[src/rtl/mem_stage_ctrl_pkg.sv]
// Shared definitions for the memory-stage controller: opcodes, instruction
// field positions and the access FSM encoding.
package mem_stage_ctrl_pkg;

    localparam logic [6:0] OPCODE_LOAD   = 7'b0000011;
    localparam logic [6:0] OPCODE_STORE  = 7'b0100011;
    localparam logic [6:0] OPCODE_BRANCH = 7'b1100011;

    localparam int OP_LSB     = 0;
    localparam int OP_MSB     = 6;
    localparam int RD_LSB     = 7;
    localparam int RD_MSB     = 11;
    localparam int F3_LSB     = 12;
    localparam int F3_MSB     = 14;
    localparam int DECODE_W   = F3_MSB + 1;

    typedef enum logic [1:0] {
        IDLE = 2'd0,
        BUSY = 2'd1,
        DONE = 2'd2
    } mem_state_t;

endpackage

[src/rtl/mem_stage_ctrl_if.sv]
// Data-memory request port of the memory stage: access request, qualifiers
// describing the access and the completion strobe from the memory.
interface mem_stage_ctrl_if;

    logic       mem_req;
    logic       mem_ready;
    logic       MemRead;
    logic       MemWrite;
    logic [1:0] mem_size;
    logic       mem_unsigned;

    modport master (
        output mem_req,
        output MemRead,
        output MemWrite,
        output mem_size,
        output mem_unsigned,
        input  mem_ready
    );

    modport slave (
        input  mem_req,
        input  MemRead,
        input  MemWrite,
        input  mem_size,
        input  mem_unsigned,
        output mem_ready
    );

endinterface

[src/rtl/mem_stage_ctrl_decode.sv]
// Purely combinational decode of the memory-stage instruction into the
// memory-access qualifiers and the writeback/forwarding controls.
module mem_ctrl_decode
    import mem_stage_ctrl_pkg::*;
#(
    parameter logic [6:0] OP_LOAD   = OPCODE_LOAD,
    parameter logic [6:0] OP_STORE  = OPCODE_STORE,
    parameter logic [6:0] OP_BRANCH = OPCODE_BRANCH
) (
    input  logic [DECODE_W-1:0] inst,
    output logic [4:0]          rd,
    output logic                reg_write,
    output logic                mem_read,
    output logic                mem_write,
    output logic                mem_to_reg,
    output logic [1:0]          mem_size,
    output logic                mem_unsigned
);

    logic [6:0] op;
    logic [2:0] funct3;
    logic       is_load;
    logic       is_store;

    assign op       = inst[OP_MSB:OP_LSB];
    assign funct3   = inst[F3_MSB:F3_LSB];
    assign rd       = inst[RD_MSB:RD_LSB];

    assign is_load  = (op == OP_LOAD);
    assign is_store = (op == OP_STORE);

    assign mem_read     = is_load;
    assign mem_write    = is_store;
    assign mem_to_reg   = is_load;
    // Size and sign qualifiers are forced quiet for anything that is not an access.
    assign mem_size     = (is_load || is_store) ? funct3[1:0] : 2'b00;
    assign mem_unsigned = is_load & funct3[2];

    assign reg_write = (op != OP_BRANCH) && (op != OP_STORE) && (rd != 5'd0);

endmodule

[src/rtl/mem_stage_ctrl.sv]
// Memory pipeline stage: holds the instruction register, issues one data
// memory access per memory instruction and freezes upstream while waiting.
module mem_stage_ctrl
    import mem_stage_ctrl_pkg::*;
#(
    parameter logic [6:0] OP_LOAD   = OPCODE_LOAD,
    parameter logic [6:0] OP_STORE  = OPCODE_STORE,
    parameter logic [6:0] OP_BRANCH = OPCODE_BRANCH
) (
    input  logic                  clk,
    input  logic                  rst,
    input  logic [31:0]           inst_in,
    input  logic                  stall_in,
    input  logic                  flush_in,
    output logic [31:0]           inst_out,
    output logic [4:0]            rd,
    output logic                  RegWrite,
    output logic                  MemtoReg,
    output logic                  stall_out,
    mem_stage_ctrl_if.master      bus
);

    mem_state_t state;
    mem_state_t state_next;

    logic       dec_mem_read;
    logic       dec_mem_write;
    logic [1:0] dec_mem_size;
    logic       dec_mem_unsigned;
    logic       mem_op;
    logic       mem_req_c;
    logic       stall_c;
    logic       advance;

    mem_ctrl_decode #(
        .OP_LOAD   (OP_LOAD),
        .OP_STORE  (OP_STORE),
        .OP_BRANCH (OP_BRANCH)
    ) u_decode (
        .inst         (inst_out[DECODE_W-1:0]),
        .rd           (rd),
        .reg_write    (RegWrite),
        .mem_read     (dec_mem_read),
        .mem_write    (dec_mem_write),
        .mem_to_reg   (MemtoReg),
        .mem_size     (dec_mem_size),
        .mem_unsigned (dec_mem_unsigned)
    );

    assign mem_op           = dec_mem_read | dec_mem_write;
    assign bus.MemRead      = dec_mem_read;
    assign bus.MemWrite     = dec_mem_write;
    assign bus.mem_size     = dec_mem_size;
    assign bus.mem_unsigned = dec_mem_unsigned;
    assign bus.mem_req      = mem_req_c;
    assign stall_out        = stall_c;

    // DONE remembers that the held instruction already completed its access,
    // so a long downstream hold never turns into a second request.
    always_comb begin
        state_next = state;
        mem_req_c  = 1'b0;
        stall_c    = 1'b0;
        advance    = 1'b0;
        case (state)
            IDLE: begin
                if (mem_op) begin
                    mem_req_c = 1'b1;
                    if (bus.mem_ready) begin
                        if (stall_in) state_next = DONE;
                        else          advance    = 1'b1;
                    end else begin
                        state_next = BUSY;
                        stall_c    = 1'b1;
                    end
                end else begin
                    advance = ~stall_in;
                end
            end
            BUSY: begin
                mem_req_c = 1'b1;
                stall_c   = 1'b1;
                // Completion edge retires the instruction even though upstream is frozen.
                if (bus.mem_ready) begin
                    if (stall_in) begin
                        state_next = DONE;
                    end else begin
                        state_next = IDLE;
                        advance    = 1'b1;
                    end
                end
            end
            DONE: begin
                if (!stall_in) begin
                    state_next = IDLE;
                    advance    = 1'b1;
                end
            end
            default: begin
                state_next = IDLE;
            end
        endcase
    end

    // Reset drops any in-flight access; flush only picks the value loaded on an advance.
    always_ff @(posedge clk or negedge rst) begin
        if (!rst) begin
            state    <= IDLE;
            inst_out <= 32'd0;
        end else begin
            state <= state_next;
            if (advance) begin
                inst_out <= flush_in ? 32'd0 : inst_in;
            end
        end
    end

endmodule

[src/flat_wrapper.sv]
// flat-port wrapper written by rule: the top's interface ports become plain ports
module mem_stage_ctrl_flat import mem_stage_ctrl_pkg::*;
#(
    parameter logic [6:0] OP_LOAD   = OPCODE_LOAD,
    parameter logic [6:0] OP_STORE  = OPCODE_STORE,
    parameter logic [6:0] OP_BRANCH = OPCODE_BRANCH
)
  (clk, rst, inst_in, stall_in, flush_in, inst_out, rd, RegWrite, MemtoReg, stall_out, bus_mem_req, bus_MemRead, bus_MemWrite, bus_mem_size, bus_mem_unsigned, bus_mem_ready);
  mem_stage_ctrl_if bus_i ();
  input  logic clk;
  input  logic rst;
  input  logic [31:0] inst_in;
  input  logic stall_in;
  input  logic flush_in;
  output logic [31:0] inst_out;
  output logic [4:0] rd;
  output logic RegWrite;
  output logic MemtoReg;
  output logic stall_out;
  output wire logic [$bits(bus_i.mem_req)-1:0] bus_mem_req;
  output wire logic [$bits(bus_i.MemRead)-1:0] bus_MemRead;
  output wire logic [$bits(bus_i.MemWrite)-1:0] bus_MemWrite;
  output wire logic [$bits(bus_i.mem_size)-1:0] bus_mem_size;
  output wire logic [$bits(bus_i.mem_unsigned)-1:0] bus_mem_unsigned;
  input wire logic [$bits(bus_i.mem_ready)-1:0] bus_mem_ready;
  assign bus_mem_req = bus_i.mem_req;
  assign bus_MemRead = bus_i.MemRead;
  assign bus_MemWrite = bus_i.MemWrite;
  assign bus_mem_size = bus_i.mem_size;
  assign bus_mem_unsigned = bus_i.mem_unsigned;
  assign bus_i.mem_ready = bus_mem_ready;
  mem_stage_ctrl #(.OP_LOAD(OP_LOAD), .OP_STORE(OP_STORE), .OP_BRANCH(OP_BRANCH)) u_core (.clk(clk), .rst(rst), .inst_in(inst_in), .stall_in(stall_in), .flush_in(flush_in), .inst_out(inst_out), .rd(rd), .RegWrite(RegWrite), .MemtoReg(MemtoReg), .stall_out(stall_out), .bus(bus_i));
endmodule
[config.mk]
export PLATFORM = sky130hd
export DESIGN_NAME = mem_stage_ctrl_flat
export DESIGN_NICKNAME = d
export VERILOG_FILES = /design/src/rtl/mem_stage_ctrl_pkg.sv /design/src/rtl/mem_stage_ctrl_if.sv /design/src/rtl/mem_stage_ctrl_decode.sv /design/src/rtl/mem_stage_ctrl.sv /design/src/flat_wrapper.sv
export SDC_FILE = /design/constraint.sdc
export NUM_CORES = 1
export LEC_CHECK = 0
export ABC_AREA = 1
export BUFFER_PORTS_ARGS = -buffer_cell sky130_fd_sc_hd__buf_4
export CORE_MARGIN = 5
export CORE_UTILIZATION = 40
export CTS_CLUSTER_SIZE = 14
export DETAILED_ROUTE_END_ITERATION = 7
export PLACE_DENSITY = 0.69
export SETUP_SLACK_MARGIN = 0.05
export SLEW_MARGIN = 20
export SYNTH_ARGS = -nofsm -noshare
export SYNTH_HDL_FRONTEND = slang
export SYNTH_SLANG_ARGS = --single-unit
export TNS_END_PERCENT = 5
[constraint.sdc]
create_clock -name clk -period 1.9 [get_ports clk]
set_clock_uncertainty 0.1 [all_clocks]
set_input_delay 0.19 -clock clk [delete_from_list [all_inputs] [get_ports clk]]
set_output_delay 0.19 -clock clk [all_outputs]
set_load 0.01 [all_outputs]
==> results.ini <==
[worst_setup_path]
crit_fanout = 8
crit_family = simple AND/OR/NAND/NOR gates
cp.arrival_ns = 1.45
worstPathCellList = nor2_1 -> nand3_4 -> nor3b_1 -> buf_4
critPathMaxStageDelay_ns = 0.43
cp-end-kind = output port
path_class = reg -> out
rrSetupSlack_ns = 0.20
path_buf_inv = 1
required_ns = 1.61
crit_slowest_cell = dfrtp_1
startpoint_type = flip-flop

[sta]
setup_viol = 0
maxSlewHeadroom_pct = 69.7
drv_slew = 0
finalCriticalPeriod_ns = 1.74
clock.fmax_mhz = 574
rsz0062_at_grt = false
hold_viol = 0
fin_crit_sh_pct = 91.6
worstMarginPinSlew_ns = 0.454
totalNegativeSetupSlack_ns = 0

[layout]
final_cell_area_um2 = 2610
fillers = 457
regArea_um2 = 851
drive_above_1_share_pct = 37.3
nets = 366
area_growth_pct = 36.3
multi_input_area_um2 = 778
antenna_cells = 0

[global_routing]
met2_usage_pct = 25.3
antenna_found_initial = 0
grt_usage_pct = 15.1
grt_pass1_vias = 1628
grt_first_pass_wirelength_um = 7480
use_met3_pct = 4.20
grt_busiest_layer = met2
grt_max_degree = 35
globalRouteOverflowTotal = 0
grtUsageMet1_pct = 18.7

[clocking]
clk_transition_reported_paths_ns = 0.07
clock_sinks = 34
cts_tree = built
postCtsSetupRepairBufs = 0
htreeDepth = 2
cts_buffers = 5
root_buffer = clkbuf_8
clockBufferDepth = 2
clk_latency_ns = 0.29

[place]
dp.final_hpwl_um = 3320
place_congestion = 0.755
io_buffers = 82
placed_cell_area_um2 = 2480

[floorplan]
die_w_um = 79.2
die_area_um2 = 6270
pin_count = 83
start_util_pct = 40.8
core_um2 = 4690
dieHeight_um = 79.2
rows = 25

[synth]
ys_ff_latch = 34
syn-num-nets = 291
synthMuxAreaShare_pct = 0
netlist_top_cells_area = dfrtp_1 44%, nand2_1 11%, nand3_1 8.6%
ys.flop_type = dfrtp_1
synth_cells = 254
yosys.area_share.simple_pct = 37.2
synth_top_cell_area_share_pct = 44.4
synth_edf_count = 0
synth_top_family_by_area = simple AND/OR/NAND/NOR gates
synth-seq-area-share_pct = 44.4
synth_xor_area_share_pct = 0
async_flop_share_pct = 100
synth_compound_area_share_pct = 2.94
synth_cell_types = 25
synth_fa_ha_area_share_pct = 0
synth_area_um2 = 1910
synth.largest_area_cell = dfrtp_1
yosysWarnings = 0
synth_area_per_cell_um2 = 7.54

[route]
drt-total-wl_um = 4710
vias = 1750
viasPerCell = 4.56
wire_per_inst_um = 12.3
drtPass1Iterations = 4
drc = 0
drtAntennaViolNets = 0
drt_iter0_drc = 69

[pwr]
power_frac_comb_pct = 41.5
pwr-share-clk_pct = 20.8
p_seq_share_pct = 37.6
swShare_pct = 38.3
p_switching_mw = 1.16
power_leakage_nw = 1.55
irDropWorstVdd_uv = 437
p_per_area_nw_per_um2 = 1160
p_int_mw = 1.87

[flow_run]
maxCapViolCount = 0

[hold_path]
hold_path.class = in -> reg

[outcome]
status = finished, final reports clean

-- logic make-up (layout without fill, tap and decap cells) --
group           after synthesis  after routing
compound gates                7              7
simple gates                154            154
flops                        34             34
buf+inv                      59            135
-- power by group through the flow --
stage / Combinational, mW / Sequential [mW] / Clock [mW]
after floorplan: 0.716 / 1.21 / 0
after global placement: 1.25 / 1.14 / 0
after detailed placement: 1.27 / 1.15 / 0
after CTS: 1.27 / 1.14 / 0.649
after global routing: 1.38 / 1.18 / 0.664
final: 1.26 / 1.14 / 0.632
-- Yosys cell counts (2+ instances only) --
cell,number
nand2_2,20
inv_1,39
nor2_1,40
nand3_1,33
buf_12,2
dfrtp_1,34
clkbuf_1,6
buf_4,9
nand2_1,54
inv_2,2
-- flip-flops by register name (all words and copies together), names as in the netlist --
register and count:
u_core.state 2, u_core.inst_out 32
-- through the flow --
step | hold slack [ns] | cells | util, % | power (mW) | setup slack [ns]
2_1_floorplan | -0.206 | 254 | - | 1.93 | 0.459
3_3_place_gp | 0.0659 | 375 | 52.8 | 2.39 | 0.224
3_5_place_dp | 0.0682 | 375 | 52.8 | 2.41 | 0.153
4_1_cts | 0.0915 | 384 | 55.4 | 3.06 | 0.129
5_1_grt | 0.114 | 384 | 55.6 | 3.23 | 0.0601
6_report | 0.0959 | 384 | 55.6 | 3.03 | 0.159
-- worst paths after layout --
| check | to | cells past startpoint | from |
|---|---|---|---|
| max | bus_mem_unsigned | 4 | u_core.inst_out[4] |
| min | u_core.state[0] | 3 | bus_mem_ready |
| max reg2reg | u_core.inst_out[7] | 7 | u_core.inst_out[4] |
| min reg2reg | u_core.inst_out[27] | 2 | u_core.inst_out[27] |
| max in group asynchronous | u_core.inst_out[29] | 2 | rst |
| min in group asynchronous | u_core.inst_out[14] | 2 | rst |
-- final cells by class --
cell class              instances  area share, %
flip-flops and latches         34           32.6
multi-input cells             161           29.8
repair buffers                 86           24.8
inverters                      41           5.90
clock buffers                   8           4.22
well taps                      54           2.59
-- per-layer routing --
| metal | part of all wire [%] | wire [µm] | up-vias |
|---|---|---|---|
| li1 | - | - | 901 |
| met1 | 43 | 2030 | 772 |
| met2 | 47 | 2210 | 71 |
| met3 | 8.5 | 403 | 6 |
| met4 | 1.3 | 63 | 0 |
| met5 | 0 | 0 | - |
-- layout by cell type (no fill, tap or decap), types with 2 or more instances in the layout --
cell type / n
nand3_1: 33
nand2_1: 53
buf_4: 85
inv_1: 39
clkbuf_8: 8
nand2_2: 21
inv_2: 2
dfrtp_1: 34
nor2_1: 40
-- worst min-delay path: stages --
cell,delay (ns)
buf_4,0.09
or2_4,0.11
nor2_1,0.05
-- what timing repair did --
| item | 4_1_cts | 5_1_grt |
|---|---|---|
| resized for setup | 0 | 2 |
| hold endpoints to repair | 34 | 0 |
| endpoints found under the setup margin | 0 | 31 |
| hold buffers | 1 | 0 |
Power figures use the tool's default switching activity.
